File: config.mk
export PLATFORM = sky130hd
export DESIGN_NAME = csmulti_product_accumulator_flat
export DESIGN_NICKNAME = d
export VERILOG_FILES = /design/src/rtl/csmulti_product_accumulator_if.sv /design/src/rtl/csmulti_product_accumulator.sv /design/src/flat_wrapper.sv
export SDC_FILE = /design/constraint.sdc
export NUM_CORES = 1
export LEC_CHECK = 0
export CORE_MARGIN = 2
export CORE_UTILIZATION = 35
export DETAILED_ROUTE_END_ITERATION = 6
export PLACE_DENSITY = 0.66
export SKIP_CTS_REPAIR_TIMING = 1
export SLEW_MARGIN = 30
export SYNTH_ARGS = -nofsm -noshare
export SYNTH_HDL_FRONTEND = slang
export SYNTH_SLANG_ARGS = --single-unit
File: constraint.sdc
create_clock -name clk -period 3.7 [get_ports clk]
set_input_delay 0.37 -clock clk [delete_from_list [all_inputs] [get_ports clk]]
set_output_delay 0.37 -clock clk [all_outputs]
set_load 0.01 [all_outputs]
File: src/rtl/csmulti_product_accumulator_if.sv
// Product-in / batch-sum-out handshake bundle for the carry-save multiplier accumulator.
// The slave modport is the accumulator side; the master modport is the producer/consumer side.
interface csmulti_product_accumulator_if #(
  parameter int bitsize   = 8,
  parameter int ACC_WIDTH = 18
);
  logic [2*bitsize-1:0] prod_i;
  logic                 prod_valid;
  logic                 prod_ready;
  logic [ACC_WIDTH-1:0] acc_o;
  logic                 acc_valid;
  logic                 acc_ready;
  logic                 overflow;
  logic [7:0]           count_o;

  modport master (
    output prod_i, prod_valid, acc_ready,
    input  prod_ready, acc_o, acc_valid, overflow, count_o
  );

  modport slave (
    input  prod_i, prod_valid, acc_ready,
    output prod_ready, acc_o, acc_valid, overflow, count_o
  );
endinterface

File: src/rtl/csmulti_product_accumulator.sv
// Sums batches of ACC_COUNT unsigned multiplier products into an ACC_WIDTH accumulator and
// holds each batch sum, with a sticky wrap flag, until the consumer takes it.
module csmulti_product_accumulator #(
  parameter int bitsize   = 8,
  parameter int ACC_COUNT = 4,
  parameter int ACC_WIDTH = 18
) (
  input  logic clk,
  input  logic rst,
  input  logic clear,
  csmulti_product_accumulator_if.slave bus
);
  localparam int         PW       = 2 * bitsize;
  localparam logic [7:0] LAST_IDX = 8'(ACC_COUNT - 1);

  generate
    if (ACC_WIDTH < PW) begin : g_bad_width
      $error("csmulti_product_accumulator: ACC_WIDTH must be at least 2*bitsize");
    end
    if ((ACC_COUNT < 1) || (ACC_COUNT > 255)) begin : g_bad_count
      $error("csmulti_product_accumulator: ACC_COUNT must be in 1..255");
    end
  endgenerate

  typedef enum logic {
    ACCUM = 1'b0,
    HOLD  = 1'b1
  } state_t;

  state_t               state_p0;
  state_t               state_nxt;
  logic [ACC_WIDTH-1:0] sum_p0;
  logic                 ovf_p0;
  logic [7:0]           count_p0;
  logic [ACC_WIDTH-1:0] acc_p1;
  logic                 ovf_p1;
  logic                 vld_p1;
  logic                 prod_rdy;
  logic                 xfer;
  logic                 last;
  logic [ACC_WIDTH:0]   add_p0;

  // Zero-extends the product and keeps the carry out of the top accumulator bit.
  function automatic logic [ACC_WIDTH:0] acc_add(input logic [ACC_WIDTH-1:0] a,
                                                 input logic [PW-1:0]        p);
    return {1'b0, a} + {{(ACC_WIDTH + 1 - PW){1'b0}}, p};
  endfunction

  assign xfer   = bus.prod_valid & prod_rdy;
  assign last   = (count_p0 == LAST_IDX);
  assign add_p0 = acc_add(sum_p0, bus.prod_i);

  always_ff @(posedge clk or posedge rst) begin
    if (rst) state_p0 <= ACCUM;
    else     state_p0 <= state_nxt;
  end

  // clear outranks both handshakes, so a pending HOLD result is simply dropped.
  always_comb begin
    state_nxt = state_p0;
    if (clear) begin
      state_nxt = ACCUM;
    end else begin
      case (state_p0)
        ACCUM:   if (xfer && last)     state_nxt = HOLD;
        HOLD:    if (bus.acc_ready)    state_nxt = ACCUM;
        default:                       state_nxt = ACCUM;
      endcase
    end
  end

  always_comb begin
    prod_rdy = 1'b0;
    vld_p1   = 1'b0;
    case (state_p0)
      ACCUM:   prod_rdy = 1'b1;
      HOLD:    vld_p1   = 1'b1;
      default: ;
    endcase
  end

  // Stage p0: running sum, sticky wrap and product count for the batch in progress.
  always_ff @(posedge clk or posedge rst) begin
    if (rst) begin
      sum_p0   <= '0;
      ovf_p0   <= 1'b0;
      count_p0 <= '0;
    end else if (clear) begin
      sum_p0   <= '0;
      ovf_p0   <= 1'b0;
      count_p0 <= '0;
    end else if (xfer) begin
      if (last) begin
        sum_p0   <= '0;
        ovf_p0   <= 1'b0;
        count_p0 <= '0;
      end else begin
        sum_p0   <= add_p0[ACC_WIDTH-1:0];
        ovf_p0   <= ovf_p0 | add_p0[ACC_WIDTH];
        count_p0 <= count_p0 + 8'd1;
      end
    end
  end

  // Stage p1: completed batch sum; it keeps its value after hand-off until the next batch lands.
  always_ff @(posedge clk or posedge rst) begin
    if (rst) begin
      acc_p1 <= '0;
      ovf_p1 <= 1'b0;
    end else if (clear) begin
      ovf_p1 <= 1'b0;
    end else if (xfer && last) begin
      acc_p1 <= add_p0[ACC_WIDTH-1:0];
      ovf_p1 <= ovf_p0 | add_p0[ACC_WIDTH];
    end
  end

  assign bus.prod_ready = prod_rdy;
  assign bus.acc_valid  = vld_p1;
  assign bus.acc_o      = acc_p1;
  assign bus.overflow   = ovf_p1;
  assign bus.count_o    = count_p0;
endmodule

File: src/flat_wrapper.sv
// flat-port wrapper written by rule: the top's interface ports become plain ports
module csmulti_product_accumulator_flat 
#(
  parameter int bitsize   = 8,
  parameter int ACC_COUNT = 4,
  parameter int ACC_WIDTH = 18
)
  (clk, rst, clear, bus_prod_i, bus_prod_valid, bus_acc_ready, bus_prod_ready, bus_acc_o, bus_acc_valid, bus_overflow, bus_count_o);
  csmulti_product_accumulator_if #(.bitsize(bitsize), .ACC_WIDTH(ACC_WIDTH)) bus_i ();
  input  logic clk;
  input  logic rst;
  input  logic clear;
  input wire logic [$bits(bus_i.prod_i)-1:0] bus_prod_i;
  input wire logic [$bits(bus_i.prod_valid)-1:0] bus_prod_valid;
  input wire logic [$bits(bus_i.acc_ready)-1:0] bus_acc_ready;
  output wire logic [$bits(bus_i.prod_ready)-1:0] bus_prod_ready;
  output wire logic [$bits(bus_i.acc_o)-1:0] bus_acc_o;
  output wire logic [$bits(bus_i.acc_valid)-1:0] bus_acc_valid;
  output wire logic [$bits(bus_i.overflow)-1:0] bus_overflow;
  output wire logic [$bits(bus_i.count_o)-1:0] bus_count_o;
  assign bus_i.prod_i = bus_prod_i;
  assign bus_i.prod_valid = bus_prod_valid;
  assign bus_i.acc_ready = bus_acc_ready;
  assign bus_prod_ready = bus_i.prod_ready;
  assign bus_acc_o = bus_i.acc_o;
  assign bus_acc_valid = bus_i.acc_valid;
  assign bus_overflow = bus_i.overflow;
  assign bus_count_o = bus_i.count_o;
  csmulti_product_accumulator #(.bitsize(bitsize), .ACC_COUNT(ACC_COUNT), .ACC_WIDTH(ACC_WIDTH)) u_core (.clk(clk), .rst(rst), .clear(clear), .bus(bus_i));
endmodule
== Word-level counts from Yosys, hierarchy flattened ==
Index checks and enable logic that the tools add are counted.

* Register bits after elaboration: 47
* Bits of input ports: 21
* Output and inout bits: 29
* Word-level logic and storage cells: 34

* $add $sub $neg: 2
* Equal/unequal tests: 1
* Muxes and demuxes: 17
* Bitwise logic cells: 4
* Reductions and logical operators: 4

{| class="wikitable"
|+ Operators by type and width
! kind !! number
|-
| 2-to-1 mux 18 bit || 3
|-
| 2-to-1 mux 8 bit || 3
|-
| adder 18 x 16 -> 19 bit || 1
|-
| 2-to-1 mux 1 bit || 10
|-
| adder 8 x 1 -> 8 bit, second input constant || 1
|-
| == test 8 x 2 -> 1 bit, second input constant || 1
|-
| nonzero test 2 bit || 2
|-
| NOT 1 bit || 2
|-
| case mux 1 bit (2 select lines) || 1
|-
| AND reduction 2 bit || 1
|-
| AND 1 bit || 1
|-
| logical AND 1 bit || 1
|-
| OR 1 bit || 1
|}

== Longest topological paths before layout ==
* Depth in word-level cells: 6
* Depth in mapped cells: 8
* Mapped depth without buffers: 8

== Worst setup path after synthesis ==
OpenSTA, ideal clock, no wires.

* Path type: input -> register
* Start point: input bus_prod_i[0]
* End point: register u_core.sum_p0[14]
* Library setup time: 0.127 ns
* Arrival: 1.954 ns
* Required time: 3.573 ns
* Setup slack: 1.619 ns
* Stages on the path: 8
* Path buffers: 0
* Cell sequence: ha_1 > fa_1 > a21oi_2 > o21ai_4 > a2111oi_4 > nor3_2 > mux2i_1 > o21ai_1

* Longest elaborated chain between the ends: 4

{| class="wikitable"
|+ Ends and longest elaborated chain
! element !! RTL line !! source
|-
| from (decl) || flat_wrapper.sv:13 || <nowiki>input wire logic [$bits(bus_i.prod_i)-1:0] bus_prod_i;</nowiki>
|-
| adder 18 x 16 -> 19 bit || csmulti_product_accumulator.sv:46 || <nowiki>return {1'b0, a} + {{(ACC_WIDTH + 1 - PW){1'b0}}, p};</nowiki>
|-
| 2-to-1 mux 18 bit || csmulti_product_accumulator.sv:93 || <nowiki>if (last) begin</nowiki>
|-
| 2-to-1 mux 18 bit || csmulti_product_accumulator.sv:92 || <nowiki>end else if (xfer) begin</nowiki>
|-
| 2-to-1 mux 18 bit || csmulti_product_accumulator.sv:88 || <nowiki>end else if (clear) begin</nowiki>
|-
| to (signal assigned) || csmulti_product_accumulator.sv:98 || <nowiki>sum_p0 <= add_p0[ACC_WIDTH-1:0];</nowiki>
|-
| to (decl) || csmulti_product_accumulator.sv:32 || <nowiki>logic [ACC_WIDTH-1:0] sum_p0;</nowiki>
|}

Every way passes these cells. The select of a mux whose other input is x is not followed.
A chain may end at the register's enable or synchronous reset.

== Worst setup path after layout ==
* Start point: input bus_prod_i[0]
* End point: register u_core.ovf_p1 (netlist: u_core.bus.overflow)

* Longest elaborated chain between the ends: 4

{| class="wikitable"
|+ Ends and longest elaborated chain
! element !! RTL line !! source
|-
| adder 18 x 16 -> 19 bit || csmulti_product_accumulator.sv:46 ||
|-
| OR 1 bit || csmulti_product_accumulator.sv:114 || <nowiki>ovf_p1 <= ovf_p0 | add_p0[ACC_WIDTH];</nowiki>
|-
| 2-to-1 mux 1 bit || csmulti_product_accumulator.sv:112 || <nowiki>end else if (xfer && last) begin</nowiki>
|-
| 2-to-1 mux 1 bit || csmulti_product_accumulator.sv:110 || <nowiki>end else if (clear) begin</nowiki>
|-
| to (signal assigned) || csmulti_product_accumulator.sv:114 ||
|-
| to (decl) || csmulti_product_accumulator.sv:36 || <nowiki>logic ovf_p1;</nowiki>
|}

Every way passes these cells. The select of a mux whose other input is x is not followed.

==> impl_metrics.json <==
{
  "outcome": "completed",
  "via_per_inst": 5.28,
  "hp-class": "flip-flop to flip-flop",
  "layout-drive-gt1-share_pct": 7.99,
  "syn_nets": 333,
  "fin_setup_tns_ns": 0,
  "dp.final_hpwl_um": 4680,
  "postLayoutCoreUtil_pct": 44.6,
  "die_y_um": 93.4,
  "post-place-ws_ns": 0.991,
  "synthCells": 294,
  "drc": 0,
  "die_w_um": 93.4,
  "initial_utilization_pct": 36.2,
  "leakagePower_nw": 1.47,
  "dp_cells": 433,
  "yosys.area.top_type_share_pct": 42.1,
  "n_antenna_cell": 0,
  "cp_data_arrival_time_ns": 2.54,
  "cp-start-kind": "input port",
  "crit_type": "input port to flip-flop",
  "grt_start_max_net_pins": 48,
  "port_buffers": 49,
  "crit_fanout": 5,
  "grt_usage_pct": 16.0,
  "final_antenna_net_count": 0,
  "yosys-top-cells-area": "dfrtp_1 42%, ha_1 7.6%, o21ai_0 5.9%",
  "post-synth-top-count-cell": "dfrtp_1",
  "yosys_warnings": 0,
  "cts_root_buf": "clkbuf_8",
  "power_density_nw_per_um2": 458,
  "synth_edf_count": 0,
  "p_total_mw": 1.58,
  "final_max_slew_viol_count": 0,
  "area_growth_pct": 23.3,
  "cts.path.max_buffers": 2,
  "synth_sequential_area_ratio_pct": 42.1,
  "core_area_um2": 7730,
  "dpl_cell_area_um2": 3340,
  "drtIter0Drc": 108,
  "overflow": 0,
  "tightest_slew_ns": 0.768,
  "antenna_found_initial": 0,
  "finClkSkew_ns": 0.00470,
  "grt_pass1_wl_um": 11300,
  "firstDrtPassIters": 4,
  "setup_slack_ns": 1.29,
  "nNetsFinal": 377,
  "yosysTopAreaCell": "dfrtp_1",
  "synthArstFlopShare_pct": 100,
  "die_area_um2": 8720,
  "cts_tree": "done",
  "numClockSinks": 47,
  "cap_violations": 0,
  "clkTransAtPathRegs_ns": 0.09,
  "final_cell_area_um2": 3450,
  "fin_cells": 440,
  "clk_latency_ns": 0.29,
  "period_needed_ns": 2.41,
  "critical_path_required_ns": 3.84,
  "wire_per_inst_um": 14.6,
  "setup_viol": 0,
  "ys_ff_latch": 47,
  "whs_ns": 0.488,
  "vdd_ir_drop_max_v": 0.000180,
  "relSlewSlack_pct": 48.7,
  "via_count": 2324,
  "first_global_vias": 2375,
  "ios": 50,
  "wirelength_um": 6420,
  "num_rows": 32,
  "max_freq_mhz": 416,
  "nFillCells": 722,
  "synth_ff_type": "dfrtp_1",
  "cts_made_buffers": 5,
  "netlist_area_um2": 2800,
  "place_congestion": 0.932,
  "fin_crit_sh_pct": 65.0,
  "synthTopCellsByCount": "47 x dfrtp_1, 43 x nand2_1, 33 x o21ai_0",
  "avgSynthCellArea_um2": 9.51,
  "synth.distinct_cells": 49,
  "cp-end-kind": "flip-flop",
  "rsz0062_at_grt": "false",
  "hold_violations": 0,
  "cts-htree-levels": 2
}
-- power breakdown --
| group | leakage (nW) | switching (mW) | internal (mW) |
|---|---|---|---|
| clock network | 0.0513 | 0.171 | 0.198 |
| logic | 0.783 | 0.302 | 0.265 |
| registers | 0.638 | 0.0505 | 0.592 |
-- final timing paths --
check | startpoint | to | slack [ns] | depth (start not counted)
hold reg to reg | u_core.bus.acc_o[9] | u_core.bus.acc_o[9] | 0.49 | 2
setup / recovery | bus_prod_i[0] | u_core.bus.overflow | 1.29 | 9
min in group asynchronous | rst | u_core.bus.acc_o[4] | 0.50 | 2
setup reg to reg | u_core.sum_p0[0] | u_core.bus.overflow | 1.39 | 8
hold / removal | u_core.bus.acc_o[9] | u_core.bus.acc_o[9] | 0.49 | 2
max in group asynchronous | rst | u_core.bus.count_o[7] | 2.81 | 2
-- placed cells by master (no fill, tap or decap), types with 2 or more instances in the layout --
| cell | netlist | final |
|---|---|---|
| and3_1 | 4 | 4 |
| inv_1 | 3 | 2 |
| dfrtp_1 | 47 | 47 |
| nand2_1 | 43 | 43 |
| nor3_1 | 6 | 6 |
| xnor2_1 | 9 | 9 |
| a31oi_1 | 2 | 2 |
| a22o_1 | 6 | 6 |
| o21ai_1 | 7 | 7 |
| a21o_1 | 2 | 2 |
| o31ai_1 | 4 | 4 |
| nand4_1 | 9 | 9 |
| a21oi_1 | 12 | 12 |
| clkbuf_8 | 0 | 5 |
| xor2_1 | 10 | 10 |
| mux2_2 | 4 | 4 |
| ha_1 | 17 | 17 |
| buf_4 | 2 | 2 |
| mux2i_1 | 3 | 3 |
| nand2b_1 | 3 | 3 |
| clkdlybuf4s50_1 | 0 | 49 |
| o21ai_0 | 33 | 33 |
| a21oi_2 | 4 | 4 |
| nand3_1 | 5 | 5 |
| o21a_1 | 3 | 3 |
| nor2_1 | 23 | 23 |
-- critical path, cell delays in order --
cell             delay (ns)
clkdlybuf4s50_1        0.40
ha_1                   0.22
fa_1                   0.43
a21oi_2                0.24
o21ai_4                0.11
a211oi_2               0.31
o21bai_2               0.17
a31oi_1                0.18
o21ai_0                0.10
-- logic make-up (layout without fill, tap and decap cells) --
logic type	Yosys count	count (layout)	share of synthesized area, %
buffers and inverters	17	61	3.49
flip-flops	47	47	42.1
multiplexers	7	7	2.69
adder cells (fa/ha/maj)	18	18	8.33
AND/OR/NAND/NOR	102	102	17.1
XOR/XNOR	19	19	5.95
AO/OA/AOI/OAI	84	84	20.4
-- flip-flops by register name, summed over array words and instances (netlist names) --
register             cells
u_core.bus.count_o       8
u_core.bus.acc_o        18
u_core.sum_p0           18
u_core.bus.overflow      1
u_core.ovf_p0            1
u_core.state_p0          1
-- final cells by class --
type                       count  area [um^2]  area share, %
multi-input combinational    230         1520           44.1
tap                          102          128           3.70
sequential                    47         1180           34.1
inverter                       3         13.8          0.399
clock inverter                 1         30.0          0.871
clock buffer                   6         72.6           2.11
timing repair buffer          51          505           14.7
-- routing by layer --
layer / part of all wire [%] / global-route usage (%) / vias to the layer above
li1: - / - / 1143
met1: 47 / 21.6 / 1124
met2: 48 / 26.6 / 53
met3: 4.7 / 3.63 / 4
met4: 0.75 / 3.06 / 0
met5: 0 / 0 / -
Power figures use the tool's default switching activity.
